$ cat src/rtl/alu_pkg.sv
// rtl/alu_pkg.sv - funct codes and FSM state type shared by the alu_mc execute unit
package alu_pkg;

    localparam logic [5:0] FUNCT_ADD  = 6'h20;
    localparam logic [5:0] FUNCT_SUB  = 6'h22;
    localparam logic [5:0] FUNCT_AND  = 6'h24;
    localparam logic [5:0] FUNCT_OR   = 6'h25;
    localparam logic [5:0] FUNCT_NOR  = 6'h27;
    localparam logic [5:0] FUNCT_SLL  = 6'h01;
    localparam logic [5:0] FUNCT_SRL  = 6'h02;
    localparam logic [5:0] FUNCT_SRA  = 6'h03;
    localparam logic [5:0] FUNCT_SLT  = 6'h2a;
    localparam logic [5:0] FUNCT_SLTU = 6'h2b;
    localparam logic [5:0] FUNCT_MUL  = 6'h2c;
    localparam logic [5:0] FUNCT_DIV  = 6'h1a;

    typedef enum logic [1:0] {
        IDLE,
        MUL,
        DIV,
        DONE
    } alu_state_e;

endpackage

$ cat src/rtl/alu_iter_muldiv.sv
// rtl/alu_iter_muldiv.sv - WIDTH-cycle shift-add multiplier / restoring divider (divider only with ALU_DIV_EN)
module alu_iter_muldiv #(
    parameter int WIDTH = 32
) (
    input  logic             clk,
    input  logic             rst_n,
    input  logic             start,
    input  logic             is_div,
    input  logic [WIDTH-1:0] op1,
    input  logic [WIDTH-1:0] op2,
    output logic             busy,
    output logic             done,
    output logic [WIDTH-1:0] lo,
    output logic [WIDTH-1:0] hi
);
    localparam int CNT_W = $clog2(WIDTH);

    logic [CNT_W-1:0] cnt;
    logic [WIDTH-1:0] b_q;
    logic [WIDTH-1:0] cur_hi, cur_lo, cur_b;
    logic [WIDTH-1:0] nxt_hi, nxt_lo;
    logic [WIDTH:0]   add_sum;

    // The first step runs on the accept edge straight from the operands,
    // so WIDTH steps finish in time for the DONE transition on edge t+WIDTH.
    assign cur_hi  = start ? '0  : hi;
    assign cur_lo  = start ? op1 : lo;
    assign cur_b   = start ? op2 : b_q;
    assign add_sum = {1'b0, cur_hi} + (cur_lo[0] ? {1'b0, cur_b} : '0);

`ifdef ALU_DIV_EN
    logic             div_q, cur_div;
    logic [WIDTH:0]   div_shift, div_diff;

    assign cur_div   = start ? is_div : div_q;
    assign div_shift = {cur_hi, cur_lo[WIDTH-1]};
    assign div_diff  = div_shift - {1'b0, cur_b};

    // One iteration step: restoring subtract (quotient bit into lo) or shift-add
    always_comb begin
        nxt_hi = '0;
        nxt_lo = '0;
        if (cur_div) begin
            if (!div_diff[WIDTH]) begin
                nxt_hi = div_diff[WIDTH-1:0];
                nxt_lo = {cur_lo[WIDTH-2:0], 1'b1};
            end else begin
                nxt_hi = div_shift[WIDTH-1:0];
                nxt_lo = {cur_lo[WIDTH-2:0], 1'b0};
            end
        end else begin
            {nxt_hi, nxt_lo} = {add_sum, cur_lo[WIDTH-1:1]};
        end
    end

    // Remember which operation is iterating
    always_ff @(posedge clk or negedge rst_n) begin
        if (!rst_n)
            div_q <= 1'b0;
        else if (start)
            div_q <= is_div;
    end
`else
    logic unused_is_div;
    assign unused_is_div = is_div;
    assign {nxt_hi, nxt_lo} = {add_sum, cur_lo[WIDTH-1:1]};
`endif

    // Accumulator / shift register update and remaining-step counter
    always_ff @(posedge clk or negedge rst_n) begin
        if (!rst_n) begin
            busy <= 1'b0;
            done <= 1'b0;
            cnt  <= '0;
            lo   <= '0;
            hi   <= '0;
            b_q  <= '0;
        end else begin
            done <= 1'b0;
            if (start || busy) begin
                hi <= nxt_hi;
                lo <= nxt_lo;
            end
            if (start) begin
                busy <= 1'b1;
                cnt  <= CNT_W'(WIDTH - 1);
                b_q  <= op2;
            end else if (busy) begin
                cnt <= cnt - 1'b1;
                if (cnt == CNT_W'(1)) begin
                    busy <= 1'b0;
                    done <= 1'b1;
                end
            end
        end
    end

endmodule

$ cat src/rtl/alu_mc.sv
// rtl/alu_mc.sv - multi-cycle ALU with valid/ready handshake; ALU_DIV_EN enables the divider
module alu_mc
    import alu_pkg::*;
#(
    parameter int WIDTH   = 32,
    parameter int FUNCT_W = 6
) (
    input  logic               clk,
    input  logic               rst_n,
    input  logic               in_valid,
    output logic               in_ready,
    input  logic [WIDTH-1:0]   op1,
    input  logic [WIDTH-1:0]   op2,
    input  logic [FUNCT_W-1:0] funct,
    output logic               out_valid,
    input  logic               out_ready,
    output logic [WIDTH-1:0]   result,
    output logic [WIDTH-1:0]   result_hi,
    output logic               zero,
    output logic               err
);
    localparam int SH_W = $clog2(WIDTH);

    alu_state_e       state;
    logic             accept, is_mul, is_div;
    logic             md_busy, md_done;
    logic [WIDTH-1:0] md_lo, md_hi;
    logic [WIDTH-1:0] sc_res;
    logic             sc_err;
    logic [SH_W-1:0]  shamt;
    logic             dz_q;
    logic             unused_busy;

    assign accept      = (state == IDLE) && in_valid;
    assign is_mul      = (funct == FUNCT_W'(FUNCT_MUL));
    assign shamt       = op2[SH_W-1:0];
    assign unused_busy = md_busy;
`ifdef ALU_DIV_EN
    assign is_div      = (funct == FUNCT_W'(FUNCT_DIV));
`else
    assign is_div      = 1'b0;
`endif

    alu_iter_muldiv #(.WIDTH(WIDTH)) u_muldiv (
        .clk    (clk),
        .rst_n  (rst_n),
        .start  (accept && (is_mul || is_div)),
        .is_div (is_div),
        .op1    (op1),
        .op2    (op2),
        .busy   (md_busy),
        .done   (md_done),
        .lo     (md_lo),
        .hi     (md_hi)
    );

    // Single-cycle ops; anything not recognised flags an error with a zero result
    always_comb begin
        sc_res = '0;
        sc_err = 1'b0;
        case (funct)
            FUNCT_W'(FUNCT_ADD):  sc_res = op1 + op2;
            FUNCT_W'(FUNCT_SUB):  sc_res = op1 - op2;
            FUNCT_W'(FUNCT_AND):  sc_res = op1 & op2;
            FUNCT_W'(FUNCT_OR):   sc_res = op1 | op2;
            FUNCT_W'(FUNCT_NOR):  sc_res = ~(op1 | op2);
            FUNCT_W'(FUNCT_SLL):  sc_res = op1 << shamt;
            FUNCT_W'(FUNCT_SRL):  sc_res = op1 >> shamt;
            FUNCT_W'(FUNCT_SRA):  sc_res = $signed(op1) >>> shamt;
            FUNCT_W'(FUNCT_SLT):  sc_res = WIDTH'($signed(op1) < $signed(op2));
            FUNCT_W'(FUNCT_SLTU): sc_res = WIDTH'(op1 < op2);
            FUNCT_W'(FUNCT_MUL):  sc_res = '0;
`ifdef ALU_DIV_EN
            FUNCT_W'(FUNCT_DIV):  sc_res = '0;
`endif
            default:              sc_err = 1'b1;
        endcase
    end

`ifdef ALU_DIV_EN
    // Divide-by-zero is flagged at acceptance; the iteration itself yields all-ones / op1
    always_ff @(posedge clk or negedge rst_n) begin
        if (!rst_n)
            dz_q <= 1'b0;
        else if (accept)
            dz_q <= (op2 == '0);
    end
`else
    assign dz_q = 1'b0;
`endif

    // Handshake FSM with registered result outputs
    always_ff @(posedge clk or negedge rst_n) begin
        if (!rst_n) begin
            state     <= IDLE;
            in_ready  <= 1'b1;
            out_valid <= 1'b0;
            result    <= '0;
            result_hi <= '0;
            zero      <= 1'b0;
            err       <= 1'b0;
        end else begin
            case (state)
                IDLE: begin
                    if (in_valid) begin
                        in_ready <= 1'b0;
                        if (is_mul) begin
                            state <= MUL;
                        end else if (is_div) begin
                            state <= DIV;
                        end else begin
                            state     <= DONE;
                            out_valid <= 1'b1;
                            result    <= sc_res;
                            result_hi <= '0;
                            zero      <= (sc_res == '0);
                            err       <= sc_err;
                        end
                    end
                end
                MUL, DIV: begin
                    if (md_done) begin
                        state     <= DONE;
                        out_valid <= 1'b1;
                        result    <= md_lo;
                        result_hi <= md_hi;
                        zero      <= (md_lo == '0);
                        err       <= (state == DIV) && dz_q;
                    end
                end
                DONE: begin
                    if (out_ready) begin
                        state     <= IDLE;
                        in_ready  <= 1'b1;
                        out_valid <= 1'b0;
                    end
                end
                default: begin
                    state     <= IDLE;
                    in_ready  <= 1'b1;
                    out_valid <= 1'b0;
                end
            endcase
        end
    end

endmodule

$ cat config.mk
export PLATFORM = sky130hd
export DESIGN_NAME = alu_mc
export DESIGN_NICKNAME = d
export VERILOG_FILES = /design/src/rtl/alu_pkg.sv /design/src/rtl/alu_iter_muldiv.sv /design/src/rtl/alu_mc.sv
export SDC_FILE = /design/constraint.sdc
export NUM_CORES = 1
export LEC_CHECK = 0
export CORE_ASPECT_RATIO = 0.6
export CORE_MARGIN = 8
export CORE_UTILIZATION = 45
export CTS_BUF_LIST = sky130_fd_sc_hd__clkbuf_4 sky130_fd_sc_hd__clkbuf_8
export CTS_CLUSTER_SIZE = 40
export DETAILED_ROUTE_END_ITERATION = 10
export PLACE_DENSITY_LB_ADDON = 0.15
export SYNTH_ARGS = -nofsm -noshare
export SYNTH_HDL_FRONTEND = slang
export SYNTH_HIERARCHICAL = 1
export SYNTH_SLANG_ARGS = --single-unit
$ cat constraint.sdc
create_clock -name clk -period 7.55 [get_ports clk]
set_input_delay 1.51 -clock clk [delete_from_list [all_inputs] [get_ports clk]]
set_output_delay 1.51 -clock clk [all_outputs]
set_load 0.03 [all_outputs]
==> results of run 1 <==
==> cell type report <==
cell class              instances  area [µm²]
diodes                          3        7.51
clock buffers                  19         255
clock inverters                13         151
fillers                      4249       21100
inverters                     114         428
multi-input cells            2029       14000
flip-flops and latches        173        4330
well taps                     579         724
repair buffers                219        2030
==> per-stage QoR <==
step / area, µm² / instances
3_3_place_gp: 21500 / 3114
3_5_place_dp: 21500 / 3114
2_1_floorplan: 19400 / 2493
5_1_grt: 21900 / 3147
4_1_cts: 21900 / 3146
6_report: 21900 / 3149
==> flip-flops by register name, summed over array words and instances, names as in the netlist <==
register / flops
result: 32
err: 1
zero: 1
out_valid: 1
in_ready: 1
u_muldiv/busy: 1
u_muldiv/cnt: 5
result_hi: 32
u_muldiv/hi: 32
u_muldiv/b_q: 32
state: 2
u_muldiv/lo: 32
u_muldiv/done: 1
==> worst register-to-register path: cells and delay by family, from the launching register on <==
kind	cells	cell delay [ns]
AO/OA/AOI/OAI	6	1.76
flip-flops	1	0.43
buffers and inverters	2	0.57
multiplexers	1	0.47
adder cells (fa/ha/maj)	2	0.88
AND/OR/NAND/NOR	3	0.62
==> final timing paths <==
path / from / end / slack, ns / cells past startpoint
hold / removal: result[30] / result[30] / 0.48 / 1
hold reg to reg: result[30] / result[30] / 0.48 / 1
setup / recovery: op1[0] / zero / 1.04 / 17
max in group asynchronous: rst_n / u_muldiv/b_q[18] / 5.03 / 2
min in group asynchronous: rst_n / result[24] / 1.19 / 1
setup reg to reg: state[0] / u_muldiv/hi[27] / 2.70 / 14
==> metal layers <==
layer | vias up | GRT usage [%] | routed length, µm
met1 | 10548 | 53.9 | 42500
met3 | 179 | 16.0 | 15000
met4 | 4 | 7.12 | 2330
met5 | - | 2.40 | 181
met2 | 1617 | 44.9 | 34000
li1 | 9362 | - | -
==> power by group <==
part / switching [mW] / total [mW] / internal (mW)
registers: 0.221 / 1.43 / 1.21
clock network: 0.389 / 0.679 / 0.290
logic: 2.04 / 3.10 / 1.06
total: 2.65 / 5.21 / 2.56
==> cells in the final DEF, fill, tap and decap left out, types with 84 or more instances in the layout <==
master and n:
a21oi_1 186, clkdlybuf4s50_1 134, dfrtp_1 171, ha_1 138, inv_1 108, mux2i_1 97, nand2_1 246, nor2_1 215
nor2b_1 84, o21ai_0 193
==> results.cfg, run 1 <==
[synthesis]
syn_area_per_cell_um2 = 7.80
synth_fp_nets = 2708
synth_area_mm2 = 0.0194
synthCells = 2493
yosysWarnings = 6

[layout]
drive_gt1_share_pct = 10.2
post-route-util_pct = 51.0
fin_nets = 2769
area_delta_synth_final_pct = 12.7

[clock_network]
postCtsSetupRepairBufs = 0
cts_resized = 0
clock-sinks = 173
clk_pin_slew_ns = 0.10
clockRootBuffer = clkbuf_8
postCtsHoldBufs = 0
clk_path_buf_depth = 2
clk_latency_ns = 0.47
cts_tree = built
htreeDepth = 4
cts_buffers = 17

[floorplan]
initial_utilization_pct = 45.3
core.rowCount = 59
dieArea_mm2 = 0.0503
io_pins = 142
die_x_um = 284
die_y_um = 177
core_mm2 = 0.0430

[critical_path]
slowest_delay_ns = 0.78
critPathRequiredTime_ns = 7.92
path_max_fanout = 7
cp.arrival_ns = 6.88
worst_path_max_delay_cell = o31ai_2
path_delay_family = compound AO/OA/AOI/OAI gates
endpoint_kind = register
crit_buf_inv = 3
start_kind = primary input
crit_path_cell_trace = clkdlybuf4s50_1 -> inv_1 -> ha_1 -> inv_1 -> fa_1 -> nor3b_1 -> o311ai_1 -> a21oi_1 -> o31ai_2 -> o22a_1 -> a21oi_1 -> nor4_1 -> nand3_1 -> or4_1 -> nor4_2 -> nand3_1 -> o32ai_1
crit_type = primary input to register

[placed_design]
port_buffers = 141
pre_cts_ws_ns = 0.921
hpwl_um = 73500
gp_congestion = 1.13

[global_routing]
grt.overflow.total = 0
grt_pass1_vias = 19888
antenna_found_initial = 2
grt_pass1_wl_um = 136000
grt_max_degree = 136
grt_use_total_pct = 35.7

[sta]
report.final.slew_viol_count = 0
setup_viol = 0
tightest_slew_ns = 1.35
slew_headroom_pct = 9.31
fmax_mhz = 154
hold_violations = 0
fin_setup_tns_ns = 0
min_period_over_period_pct = 86.2
min_period_ns = 6.51
whs_ns = 0.484
worst_slack_ns = 1.04
grt_setup_unrepaired = no
fin_worst_skew_ns = 0.0189

[power]
leakagePower_nw = 9.09
power_density_mw_per_mm2 = 238
power.total_mw = 5.21
peakVddDrop_mv = 0.250

[drt]
drtAntennaViolNets = 0
drc_errors = 0
wire_per_inst_um = 29.8
drt_iter0_drc = 3637
routed_wl_um = 94000
vias = 21710
viasPerCell = 6.89
firstDrtPassIters = 6

[hold_path]
hold_class = register to register

[run_status]
outcome = complete, no violations

[job]
maxCapViolCount = 0
(Power assumes the default switching activity.)
==> run 2: changes to the inputs <==
--- a/config.mk
+++ b/config.mk
@@ -12,6 +12,7 @@
 export CTS_CLUSTER_SIZE = 40
 export DETAILED_ROUTE_END_ITERATION = 10
 export PLACE_DENSITY_LB_ADDON = 0.15
+export SLEW_MARGIN = 15
 export SYNTH_ARGS = -nofsm -noshare
 export SYNTH_HDL_FRONTEND = slang
 export SYNTH_HIERARCHICAL = 1
==> results of run 2 <==
Same layout as run 1: the final DEF is identical, and so are final timing and power.
